$ cat src/rtl/dk_walk_output_filter.sv
// Output filter for the walk 555-VCO voice: one-pole low-pass followed by a DC tracker.
// Both multiplies share one radix-4 shift-add multiplier, one sample per strobe.
module dk_walk_output_filter #(
    parameter int unsigned CLOCK_RATE  = 1000000,
    parameter int unsigned SAMPLE_RATE = 48000,
    parameter int unsigned A_LP_16     = 30000,
    parameter int unsigned A_HP_16     = 65
) (
    input  logic        clk,
    input  logic        rst_n,
    input  logic        audio_clk_en,
    input  logic [15:0] in,
    output logic [15:0] out,
    output logic        out_valid,
    output logic        busy,
    output logic        overrun
);

    localparam logic [15:0] A_LP = A_LP_16[15:0];
    localparam logic [15:0] A_HP = A_HP_16[15:0];

    typedef enum logic [1:0] {
        IDLE,
        LP_MUL,
        HP_MUL,
        OUT
    } state_t;

    state_t             state_q, state_d;
    logic [2:0]         cnt_q, cnt_d;
    logic [15:0]        coef_q, coef_d;
    logic signed [33:0] acc_q, acc_d;
    logic [15:0]        x_q, x_d;
    logic [15:0]        lp_q, lp_d;
    logic [15:0]        dc_q, dc_d;
    logic [15:0]        lpn_q, lpn_d;
    logic [15:0]        dcn_q, dcn_d;
    logic [15:0]        out_q, out_d;
    logic               out_valid_q, out_valid_d;
    logic               overrun_q, overrun_d;

    logic signed [16:0] mul_a;
    logic signed [18:0] pp;
    logic signed [33:0] term;
    logic signed [33:0] acc_sum;
    logic [15:0]        lp_upd;
    logic [15:0]        dc_upd;
    logic signed [16:0] sat_diff;

    always_ff @(posedge clk or negedge rst_n) begin
        if (!rst_n) begin
            state_q     <= IDLE;
            cnt_q       <= '0;
            coef_q      <= '0;
            acc_q       <= '0;
            x_q         <= '0;
            lp_q        <= '0;
            dc_q        <= '0;
            lpn_q       <= '0;
            dcn_q       <= '0;
            out_q       <= '0;
            out_valid_q <= 1'b0;
            overrun_q   <= 1'b0;
        end else begin
            state_q     <= state_d;
            cnt_q       <= cnt_d;
            coef_q      <= coef_d;
            acc_q       <= acc_d;
            x_q         <= x_d;
            lp_q        <= lp_d;
            dc_q        <= dc_d;
            lpn_q       <= lpn_d;
            dcn_q       <= dcn_d;
            out_q       <= out_d;
            out_valid_q <= out_valid_d;
            overrun_q   <= overrun_d;
        end
    end

    always_comb begin
        state_d     = state_q;
        cnt_d       = cnt_q;
        coef_d      = coef_q;
        acc_d       = acc_q;
        x_d         = x_q;
        lp_d        = lp_q;
        dc_d        = dc_q;
        lpn_d       = lpn_q;
        dcn_d       = dcn_q;
        out_d       = out_q;
        out_valid_d = 1'b0;
        overrun_d   = overrun_q;

        case (state_q)
            LP_MUL:  mul_a = {1'b0, x_q} - {1'b0, lp_q};
            HP_MUL:  mul_a = {1'b0, lpn_q} - {1'b0, dc_q};
            default: mul_a = '0;
        endcase

        // Coefficient is consumed LSB-first, two bits per cycle.
        case (coef_q[1:0])
            2'd0:    pp = '0;
            2'd1:    pp = {{2{mul_a[16]}}, mul_a};
            2'd2:    pp = {mul_a[16], mul_a, 1'b0};
            default: pp = {{2{mul_a[16]}}, mul_a} + {mul_a[16], mul_a, 1'b0};
        endcase

        term    = {{15{pp[18]}}, pp} << {cnt_q, 1'b0};
        acc_sum = acc_q + term;

        // Updated values always land in 0..65535, so the low 16 bits of the
        // floored step are enough to form them.
        lp_upd   = lp_q + acc_sum[31:16];
        dc_upd   = dc_q + acc_sum[31:16];
        sat_diff = {1'b0, lpn_q} - {1'b0, dcn_q};

        case (state_q)
            IDLE: begin
                if (audio_clk_en) begin
                    x_d     = in;
                    coef_d  = A_LP;
                    cnt_d   = '0;
                    acc_d   = '0;
                    state_d = LP_MUL;
                end
            end
            LP_MUL: begin
                acc_d  = acc_sum;
                coef_d = coef_q >> 2;
                cnt_d  = cnt_q + 3'd1;
                if (cnt_q == 3'd7) begin
                    lpn_d   = lp_upd;
                    acc_d   = '0;
                    coef_d  = A_HP;
                    state_d = HP_MUL;
                end
            end
            HP_MUL: begin
                acc_d  = acc_sum;
                coef_d = coef_q >> 2;
                cnt_d  = cnt_q + 3'd1;
                if (cnt_q == 3'd7) begin
                    dcn_d   = dc_upd;
                    acc_d   = '0;
                    state_d = OUT;
                end
            end
            default: begin
                lp_d        = lpn_q;
                dc_d        = dcn_q;
                out_valid_d = 1'b1;
                state_d     = IDLE;
                if (sat_diff[16] != sat_diff[15]) begin
                    out_d = sat_diff[16] ? 16'h8000 : 16'h7FFF;
                end else begin
                    out_d = sat_diff[15:0];
                end
            end
        endcase

        if (audio_clk_en && (state_q != IDLE)) begin
            overrun_d = 1'b1;
        end
    end

    assign out       = out_q;
    assign out_valid = out_valid_q;
    assign busy      = (state_q != IDLE);
    assign overrun   = overrun_q;

    // A full sample takes 18 clocks, so strobes must be at least that far apart.
    rate_ratio_ok: assert property (@(posedge clk) (CLOCK_RATE / SAMPLE_RATE) >= 18);

endmodule

$ cat config.mk
export PLATFORM = sky130hd
export DESIGN_NAME = dk_walk_output_filter
export DESIGN_NICKNAME = d
export VERILOG_FILES = /design/src/rtl/dk_walk_output_filter.sv
export SDC_FILE = /design/constraint.sdc
export NUM_CORES = 1
export LEC_CHECK = 0
export CELL_PAD_IN_SITES_DETAIL_PLACEMENT = 1
export CELL_PAD_IN_SITES_GLOBAL_PLACEMENT = 2
export CORE_UTILIZATION = 30
export DETAILED_ROUTE_END_ITERATION = 8
export GPL_ROUTABILITY_DRIVEN = 0
export GPL_TIMING_DRIVEN = 0
export PLACE_DENSITY_LB_ADDON = 0.1
export SYNTH_ARGS = -nofsm -noshare
export SYNTH_HDL_FRONTEND = slang
export SYNTH_SLANG_ARGS = --single-unit
$ cat constraint.sdc
create_clock -name clk -period 8.5 [get_ports clk]
set_clock_uncertainty 0.05 [all_clocks]
set_input_delay 2.55 -clock clk [delete_from_list [all_inputs] [get_ports clk]]
set_output_delay 2.55 -clock clk [all_outputs]
set_load 0.1 [all_outputs]
==> out/metrics.cfg, run 1 <==
[run_status]
status=finished with violations
violations=design-rule violations, negative setup slack

[timing]
hold_viol_final=0
period_needed_ns=8.502
setup_violations=1
final_max_slew_viol_count=0
fin_crit_sh_pct=100.0
rsz0062_at_grt=true
slew_headroom_pct=32.94
post-route-worst-setup-slack_ns=-0.002234
max_freq_mhz=117.6
worst_pin_slew_ns=1.003

[setup_path]
cp_slowest_cell=dfrtp_2
path_class=flop to flop
rrSetupSlack_ns=-0.002
crit_path_start_kind=flop
crit_path_end_kind=flop
reg2reg_to=lpn_q[15]
critPathMaxStageDelay_ns=0.45
r2r-start=lp_q[1]
path_max_fanout=5
cp.arrival_ns=8.81
crit_required_ns=8.81
worst-r2r-cell-count=41

[pwr]
leakagePower_nw=6.982
p_total_mw=5.978
power_density_nw_per_um2=362.6
vdd_drop_max_v=0.0001489

[hold_path]
hp-start=overrun
hold_end=overrun
min_path_cells=1
hold_path_class=flop to flop

[floorplanning]
initial_core_util_pct=30.62
die_x_microns=206.9
core_sq_um=41110
die_area_sq_um=42790
ioPinCount=38
die_h_microns=206.9
num_rows=74

[logic_synthesis]
ys_warn_count=0
synth_edf_count=0
synth_flop_cell=dfrtp_1
synth_cell_types=76
synth_area_per_cell_sq_um=8.404
ys_seq_area_share_pct=29.62
yosys_register_bits=149
async_flop_share_pct=100.0
synthesis.nets=1657
syn_inst=1498
syn-cell-area_sq_um=12590

[route]
route.met2.wl_microns=21410
routedWlPerCell_microns=22.42
finalWirelength_microns=48900
drt_iter0_markers=625
drcViolationCount=1
met1_length_microns=25820
wl_met3_microns=1045
routed.top_layer=met4
vias=11740
firstDrtPassIters=8
vias_per_cell=5.382
drt.antenna.violating_nets=0

[clock_tree]
cts_tree=yes
cts.sinks=149
clock_latency_ns=0.50
hold_buffers=0
clk_path_buf_depth=2
root_buffer=clkbuf_16
clk_pin_slew_ns=0.07
h-tree-depth=4
cts_buffers=17

[grt]
grt_pass1_wl_microns=74580
grt_pass1_vias=12090
grt_util_all_layers_pct=23.53
grt_overflow=0
antenna_found_initial=0
grt_start_max_net_pins=92

[placement]
port_buffers=37
hpwl_microns=37230

[cells_and_area]
drive_above_1_share_pct=23.95
final_cell_mix=nand2_1, dfrtp_1, o21ai_0
antennaDiodeCount=0
nNetsFinal=1796
final_common_cell=nand2_1
area_delta_synth_final_pct=30.95
final_util_pct=40.10

[flow_run]
max-cap-violations=0

## where the power goes
group | leakage [nW] | switching [mW] | internal (mW)
logic | 4.70 | 2.53 | 1.66
registers | 2.00 | 0.104 | 0.854
clock network | 0.290 | 0.359 | 0.471
total | 6.98 | 3.00 | 2.98
## state kept, by name, summed over array words and instances (netlist names)
register and cells:
overrun 1, coef_q 14, x_q 16, lpn_q 16, state_q 2, cnt_q 3, lp_q 16, out_valid 1
dcn_q 16, out 16, acc_q 32, dc_q 16
## routing by layer
metal | global-route usage, % | vias up
met5 | 0 | -
met4 | 6.048 | 0
met3 | 3.155 | 35
met2 | 35.35 | 115
met1 | 35.03 | 5876
li1 | - | 5713
## timing repair
item | 4_1_cts | 5_1_grt
setup endpoints to repair | 32 | 14
gates cloned | 0 | 0
buffers inserted | 56 | 29
resized for setup | 180 | 137
pin swaps | 70 | 99
## worst max-delay path, delay by kind of cell (launching register included)
| family | cells | cell delay [ns] |
|---|---|---|
| flops | 1 | 0.45 |
| simple gates | 6 | 0.97 |
| buf+inv | 3 | 0.41 |
| xor+xnor | 3 | 0.50 |
| compound gates | 24 | 4.73 |
| fa+ha+maj | 4 | 1.07 |
| mux | 1 | 0.15 |
## synth_stat cells, types with 6 or more instances
master | number | area, sq um
mux2_2 | 26 | 292.8
and2_1 | 12 | 75.07
a31oi_1 | 16 | 100.1
o22ai_1 | 15 | 93.84
inv_1 | 98 | 367.9
fa_1 | 7 | 140.1
o21bai_1 | 10 | 75.07
mux2i_1 | 16 | 160.2
nand3_1 | 35 | 175.2
clkbuf_1 | 46 | 172.7
a22oi_1 | 9 | 67.56
nor2_1 | 104 | 390.4
or3_1 | 16 | 100.1
dfrtp_1 | 149 | 3729
ha_1 | 133 | 1664
or2_2 | 7 | 43.79
o21ai_1 | 6 | 30.03
o21ai_0 | 130 | 650.6
xnor2_1 | 55 | 481.7
nor2b_1 | 17 | 106.4
o2111ai_1 | 6 | 52.55
o21a_1 | 23 | 172.7
a21oi_1 | 105 | 525.5
o31ai_1 | 17 | 127.6
nand2_1 | 155 | 581.8
a21o_1 | 30 | 225.2
o211ai_1 | 13 | 97.59
a211oi_1 | 19 | 142.6
nand2b_1 | 11 | 68.82
xor2_1 | 29 | 254.0
a22o_1 | 35 | 306.5
o2bb2ai_1 | 14 | 122.6
nor3_1 | 31 | 155.2
and3_1 | 14 | 87.58
## cell families after synthesis
| family | Yosys count | share of synthesized area [%] |
|---|---|---|
| buffers and inverters | 155 | 4.691 |
| adders and majority gates | 140 | 14.33 |
| muxes | 42 | 3.598 |
| AOI/OAI and AO/OA | 502 | 26.22 |
| DFF | 149 | 29.62 |
| and+or+nand+nor | 425 | 15.52 |
| xor gates and xnor gates | 85 | 6.023 |
## layout make-up
cell class	count	area, sq um
flip-flops and latches	149	3734
plain buffers	51	207.7
inverters	102	392.9
multi-input cells	1194	9799
clock buffers	18	439.2
repair buffers	122	1077
well taps	532	665.6
fillers	4771	24620
clock inverters	13	170.2
## stage by stage
step	area (sq um)	std cells	hold WS, ns	TNS, ns	setup WS (ns)
2_1_floorplan	12590	1498	0.3997	0	0.3721
3_3_place_gp	13630	2067	0.3920	-330.85	-2.033
3_5_place_dp	13660	2068	0.3951	-32.16	-1.981
4_1_cts	15640	2153	0.4104	-0.08966	-0.04975
5_1_grt	16490	2181	0.4288	-1.536	-0.3180
6_report	16490	2181	0.4062	-0.002234	-0.002234
## how the worst max path moves through the flow
stage | startpoint | to | cells past startpoint
detailed placement | state_q[0] | lpn_q[15] | 37
CTS | lp_q[0] | lpn_q[15] | 40
finish | lp_q[1] | lpn_q[15] | 41
global placement | rst_n | acc_q[14] | 1
global route | lpn_q[0] | lpn_q[15] | 42
floorplan | x_q[0] | lpn_q[15] | 40
Power figures use the tool's default switching activity.
==> run 2: changes to the inputs <==
--- a/config.mk
+++ b/config.mk
@@ -12,6 +12,7 @@
 export GPL_ROUTABILITY_DRIVEN = 0
 export GPL_TIMING_DRIVEN = 0
 export PLACE_DENSITY_LB_ADDON = 0.1
+export SLEW_MARGIN = 20
 export SYNTH_ARGS = -nofsm -noshare
 export SYNTH_HDL_FRONTEND = slang
 export SYNTH_SLANG_ARGS = --single-unit
==> out/metrics.cfg, run 2 (synthesized netlist as in run 1, its figures left out) <==
[timing]
worst_pin_slew_ns=0.9906  ; -0.01219 ns
max_freq_mhz=118.4  ; +0.64%
slew_headroom_pct=33.76  ; +0.82 points
fin_crit_sh_pct=99.39  ; -0.63 points
period_needed_ns=8.448  ; -0.05382 ns
rsz0062_at_grt=true
finalSetupTns_ns=0  ; +0.002234 ns
final_max_slew_viol_count=0  ; unchanged
hold_viol_final=0  ; unchanged
setup_violations=0  ; -1

[grt]
grt_util_all_layers_pct=23.57  ; +0.041 points
grt_start_max_net_pins=88  ; -4.3%
antenna_found_initial=0  ; unchanged
grt_pass1_wl_microns=74500  ; -0.10%
grt_overflow=0  ; unchanged
grt_pass1_vias=12020  ; -0.56%

[setup_path]
path_class=flop to flop
crit_path_start_kind=flop
cp_slowest_cell=or4_1
path_max_fanout=5  ; unchanged
crit_required_ns=8.80  ; about the same
cp_common_cell=buf_4
critPathMaxStageDelay_ns=0.43  ; -0.02 ns
cp.arrival_ns=8.75  ; -0.06 ns
crit_path_end_kind=flop

[clock_tree]
hold_buffers=0  ; unchanged
clock_latency_ns=0.50  ; about the same
cts_buffers=17  ; unchanged
cts_tree=yes
clk_pin_slew_ns=0.07  ; about the same
root_buffer=clkbuf_16
h-tree-depth=4  ; unchanged
cts.sinks=149  ; unchanged
clk_path_buf_depth=2  ; unchanged

[floorplanning]
die_x_microns=206.9  ; unchanged
num_rows=74  ; unchanged
die_h_microns=206.9  ; unchanged
die_area_sq_um=42790  ; unchanged
core_sq_um=41110  ; unchanged
initial_core_util_pct=30.62  ; unchanged
ioPinCount=38  ; unchanged

[cells_and_area]
antennaDiodeCount=0  ; unchanged
final_common_cell=nand2_1
stdcell_count=2195  ; +0.64%
largest_reg_flops=32  ; unchanged
top_register=acc_q
drive_above_1_share_pct=23.99  ; +0.039 points
final_cell_mix=nand2_1, dfrtp_1, o21ai_0
nNetsFinal=1809  ; +0.72%
fillers=4749  ; -0.46%
area_delta_synth_final_pct=30.52

[route]
drt.antenna.violating_nets=0  ; unchanged
finalWirelength_microns=48960  ; +0.12%
vias_per_cell=5.385  ; about the same
drt_iter0_markers=636  ; +1.8%
firstDrtPassIters=9  ; +1
drcViolationCount=1  ; unchanged
vias=11820  ; +0.69%
routedWlPerCell_microns=22.30  ; -0.52%

[pwr]
leakagePower_nw=7.039  ; +0.81%
power_density_nw_per_um2=361.6  ; -0.27%
vdd_drop_max_v=0.0001251  ; -16%

[run_status]
violations=design-rule violations
status=finished with violations

[placement]
port_buffers=37  ; unchanged
hpwl_microns=37180  ; -0.15%
placedCellCount=2068  ; unchanged

[flow_run]
max-cap-violations=0  ; unchanged

[hold_path]
hold_path_class=flop to flop

-- run 2: cell types whose count changed in the layout (fill, tap and decap cells not counted), moves of 3 or more --
cell,delta
buf_4,+14
mux2i_1,-3
mux2i_2,+4
o21ai_0,-4
o21ai_1,+5
ha_1,+5
ha_4,-5
-- run 2: worst paths after layout --
kind                                 end  slack (ns)  startpoint  cells after the start
worst max register to register  lpn_q[9]        0.05     lp_q[9]                     41
worst max-delay path            lpn_q[9]        0.05     lp_q[9]                     41
max in group asynchronous        lp_q[8]        5.61       rst_n                      2
worst min register to register   overrun        0.41     overrun                      1
min in group asynchronous         x_q[0]        1.92       rst_n                      1
worst min-delay path             overrun        0.41     overrun                      1
-- run 2: critical path: cells and delay by family, from the launching register on --
| family | cells | cell delay [ns] |
|---|---|---|
| simple gates | 10 | 2.11 |
| compound gates | 15 | 2.93 |
| mux | 1 | 0.13 |
| xor+xnor | 1 | 0.21 |
| buf+inv | 10 | 1.21 |
| fa+ha+maj | 4 | 1.23 |
| flops | 1 | 0.42 |
-- run 2: repair_timing --
item,4_1_cts,5_1_grt
pin swaps,66,71
endpoints found under the setup margin,31,16
endpoints found under the hold margin,0,0
buffers inserted,61,36
resized for setup,165,140
-- run 2: area by class of cell --
class	count	area [sq um]	share of cell area, %
clock inverter	13	142.6	0.8680
clock buffer	19	452.9	2.756
tap	532	665.6	4.051
buffer	51	207.7	1.264
timing repair buffer	135	1162	7.074
sequential	149	3734	22.72
inverter	102	392.9	2.391
multi-input combinational	1194	9674	58.87
-- run 2: stage by stage --
step / hold slack [ns] / setup WS (ns) / util (%) / instance area [sq um] / power, mW
global placement: 0.3920 / -2.033 / 33.14 / 13630 / 4.176
floorplan: 0.3997 / 0.3721 / - / 12590 / 3.179
global route: 0.4294 / -0.3331 / 39.97 / 16430 / 6.328
detailed placement: 0.3951 / -1.979 / 33.22 / 13660 / 4.206
CTS: 0.4112 / -0.07272 / 37.86 / 15560 / 5.607
finish: 0.4071 / 0.05159 / 39.97 / 16430 / 5.942
-- run 2: layer usage --
metal  global-route usage (%)  routed length, microns
met5                        0                       0
met4                    7.430                     986
met3                    3.030                    1033
met2                    34.45                   20930
met1                    35.45                   26010
-- run 2: power by group --
group,switching (mW),internal [mW]
registers,0.0994,0.854
logic,2.53,1.65
clock network,0.361,0.450
==> run 3: changes to the inputs <==
--- a/config.mk
+++ b/config.mk
@@ -5,6 +5,7 @@
 export SDC_FILE = /design/constraint.sdc
 export NUM_CORES = 1
 export LEC_CHECK = 0
+export CAP_MARGIN = 20
 export CELL_PAD_IN_SITES_DETAIL_PLACEMENT = 1
 export CELL_PAD_IN_SITES_GLOBAL_PLACEMENT = 2
 export CORE_UTILIZATION = 30
@@ -12,6 +13,7 @@
 export GPL_ROUTABILITY_DRIVEN = 0
 export GPL_TIMING_DRIVEN = 0
 export PLACE_DENSITY_LB_ADDON = 0.1
+export SETUP_SLACK_MARGIN = 0.05
 export SLEW_MARGIN = 20
 export SYNTH_ARGS = -nofsm -noshare
 export SYNTH_HDL_FRONTEND = slang
==> out/metrics.cfg, run 3 (synthesized netlist as in run 1, its figures left out) <==
[setup_path]
path_max_fanout=5  ; unchanged
crit_family=compound AO/OA/AOI/OAI gates
crit_required_ns=8.81  ; about the same
crit_path_end_kind=flop
cp_common_cell=a21oi_2
cp_slowest_cell=or4_1
crit_path_start_kind=flop
path_class=flop to flop
rrSetupSlack_ns=0.03  ; -0.02 ns
critPathBufInv=2  ; -8
critPathMaxStageDelay_ns=0.43  ; about the same
cp.arrival_ns=8.78  ; +0.03 ns

[grt]
grt_pass1_vias=12040  ; +0.10%
grt_util_all_layers_pct=23.58  ; about the same
grt_pass1_wl_microns=74550  ; about the same
grt_overflow=0  ; unchanged
grt_start_max_net_pins=88  ; unchanged
antenna_found_initial=0  ; unchanged

[timing]
period_needed_ns=8.469  ; +0.02047 ns
worst_pin_slew_ns=0.9906  ; +0.00005507 ns
slew_headroom_pct=33.75  ; about the same
max_freq_mhz=118.1  ; -0.24%
final_max_slew_viol_count=0  ; unchanged
hold_viol_final=0  ; unchanged
rsz0062_at_grt=true
fin_crit_sh_pct=99.63  ; +0.24 points
setup_violations=0  ; unchanged

[run_status]
status=finished with violations
violations=design-rule violations

[clock_tree]
hold_buffers=0  ; unchanged
clock_latency_ns=0.49  ; about the same
cts.sinks=149  ; unchanged
clk_path_buf_depth=2  ; unchanged
cts_buffers=17  ; unchanged
h-tree-depth=4  ; unchanged
clk_pin_slew_ns=0.07  ; about the same
cts_tree=yes
root_buffer=clkbuf_16

[route]
firstDrtPassIters=8  ; -1
routedWlPerCell_microns=22.32  ; about the same
drcViolationCount=1  ; unchanged
drt.antenna.violating_nets=0  ; unchanged
finalWirelength_microns=49150  ; +0.40%
drt_iter0_markers=628  ; -1.3%
vias=11840  ; +0.19%
vias_per_cell=5.378  ; -0.13%

[cells_and_area]
largest_reg_flops=32  ; unchanged
fillers=4738  ; -0.23%
ff_latch_area_sq_um=3734  ; unchanged
top_register=acc_q
final_util_pct=40.50  ; +0.53 points
drive_above_1_share_pct=25.63  ; +1.6 points
fin_area_sq_um=16650  ; +1.3%
antennaDiodeCount=0  ; unchanged
nNetsFinal=1816  ; +0.39%
final_cell_mix=nand2_1, dfrtp_1, o21ai_0
final_common_cell=nand2_1
multiInputGateArea_sq_um=9819  ; +1.5%
area_delta_synth_final_pct=32.26

[pwr]
leakagePower_nw=7.115  ; +1.1%
power_density_nw_per_um2=363.2  ; +0.43%
p_comb_share_pct=70.8  ; +0.5 points
pwr-share-clk_pct=13.4  ; -0.2 points
switching_share_pct=50.17  ; -0.13 points
p_switching_mw=3.034  ; +1.5%
p_int_mw=3.013  ; +2.0%
share_seq_of_total_power_pct=15.8  ; -0.2 points
vdd_drop_max_v=0.0001286  ; +2.8%

[floorplanning]
initial_core_util_pct=30.62  ; unchanged
core_sq_um=41110  ; unchanged
ioPinCount=38  ; unchanged
die_area_sq_um=42790  ; unchanged
num_rows=74  ; unchanged
die_h_microns=206.9  ; unchanged
die_x_microns=206.9  ; unchanged

[placement]
hpwl_microns=37180  ; unchanged
port_buffers=37  ; unchanged
placed_area_sq_um=13660  ; unchanged

[flow_run]
max-cap-violations=0  ; unchanged

[hold_path]
hold_path_class=flop to flop

[run 3: final timing paths]
kind,start,endpoint,cells past startpoint
min,overrun,overrun,1
min in group asynchronous,rst_n,x_q[0],1
max reg2reg,lp_q[9],lpn_q[15],39
max,lp_q[9],lpn_q[15],39
max in group asynchronous,rst_n,dcn_q[8],2
min reg2reg,overrun,overrun,1
[run 3: final cells by class]
type	instances	share of cell area (%)
Inverter	102	2.375
Buffer	51	1.247
Tap cell	532	3.998
Sequential cell	149	22.42
Multi-Input combinational cell	1194	58.97
Clock inverter	13	0.8566
Timing Repair Buffer	142	7.409
Clock buffer	19	2.720
[run 3: per-stage QoR]
stage / std cells / power (mW) / hold slack [ns] / TNS, ns / setup WS [ns]
3_5_place_dp: 2068 / 4.206 / 0.3951 / -32.23 / -1.979
3_3_place_gp: 2067 / 4.176 / 0.3920 / -330.85 / -2.033
4_1_cts: 2160 / 5.608 / 0.4112 / -0.1400 / -0.07272
2_1_floorplan: 1498 / 3.179 / 0.3997 / 0 / 0.3721
5_1_grt: 2202 / 6.430 / 0.4294 / -1.627 / -0.3493
6_report: 2202 / 6.047 / 0.4074 / 0 / 0.03112
[run 3: what timing repair did]
| item | in CTS | in global routing |
|---|---|---|
| cloned | 0 | 0 |
| buffers inserted | 62 | 42 |
| pin swaps | 68 | 100 |
| endpoints found under the setup margin | 34 | 16 |
| resized for setup | 169 | 170 |
| hold endpoints to repair | 0 | 0 |
[run 3: layer usage]
metal,global-route usage (%),vias up,part of all wire (%)
met4,7.430,0,1.7
met5,0,-,0
li1,-,5767,-
met1,35.47,5925,53
met3,3.030,37,1.9
met2,34.45,113,43
[run 3: power groups by stage]
stage | sequential (mW) | combinational [mW] | clock, mW
after floorplan | 1.07 | 2.11 | 0
after global placement | 0.958 | 3.22 | 0
after detailed placement | 0.962 | 3.24 | 0
after CTS | 0.952 | 3.81 | 0.842
after global routing | 0.975 | 4.60 | 0.859
final | 0.956 | 4.28 | 0.811
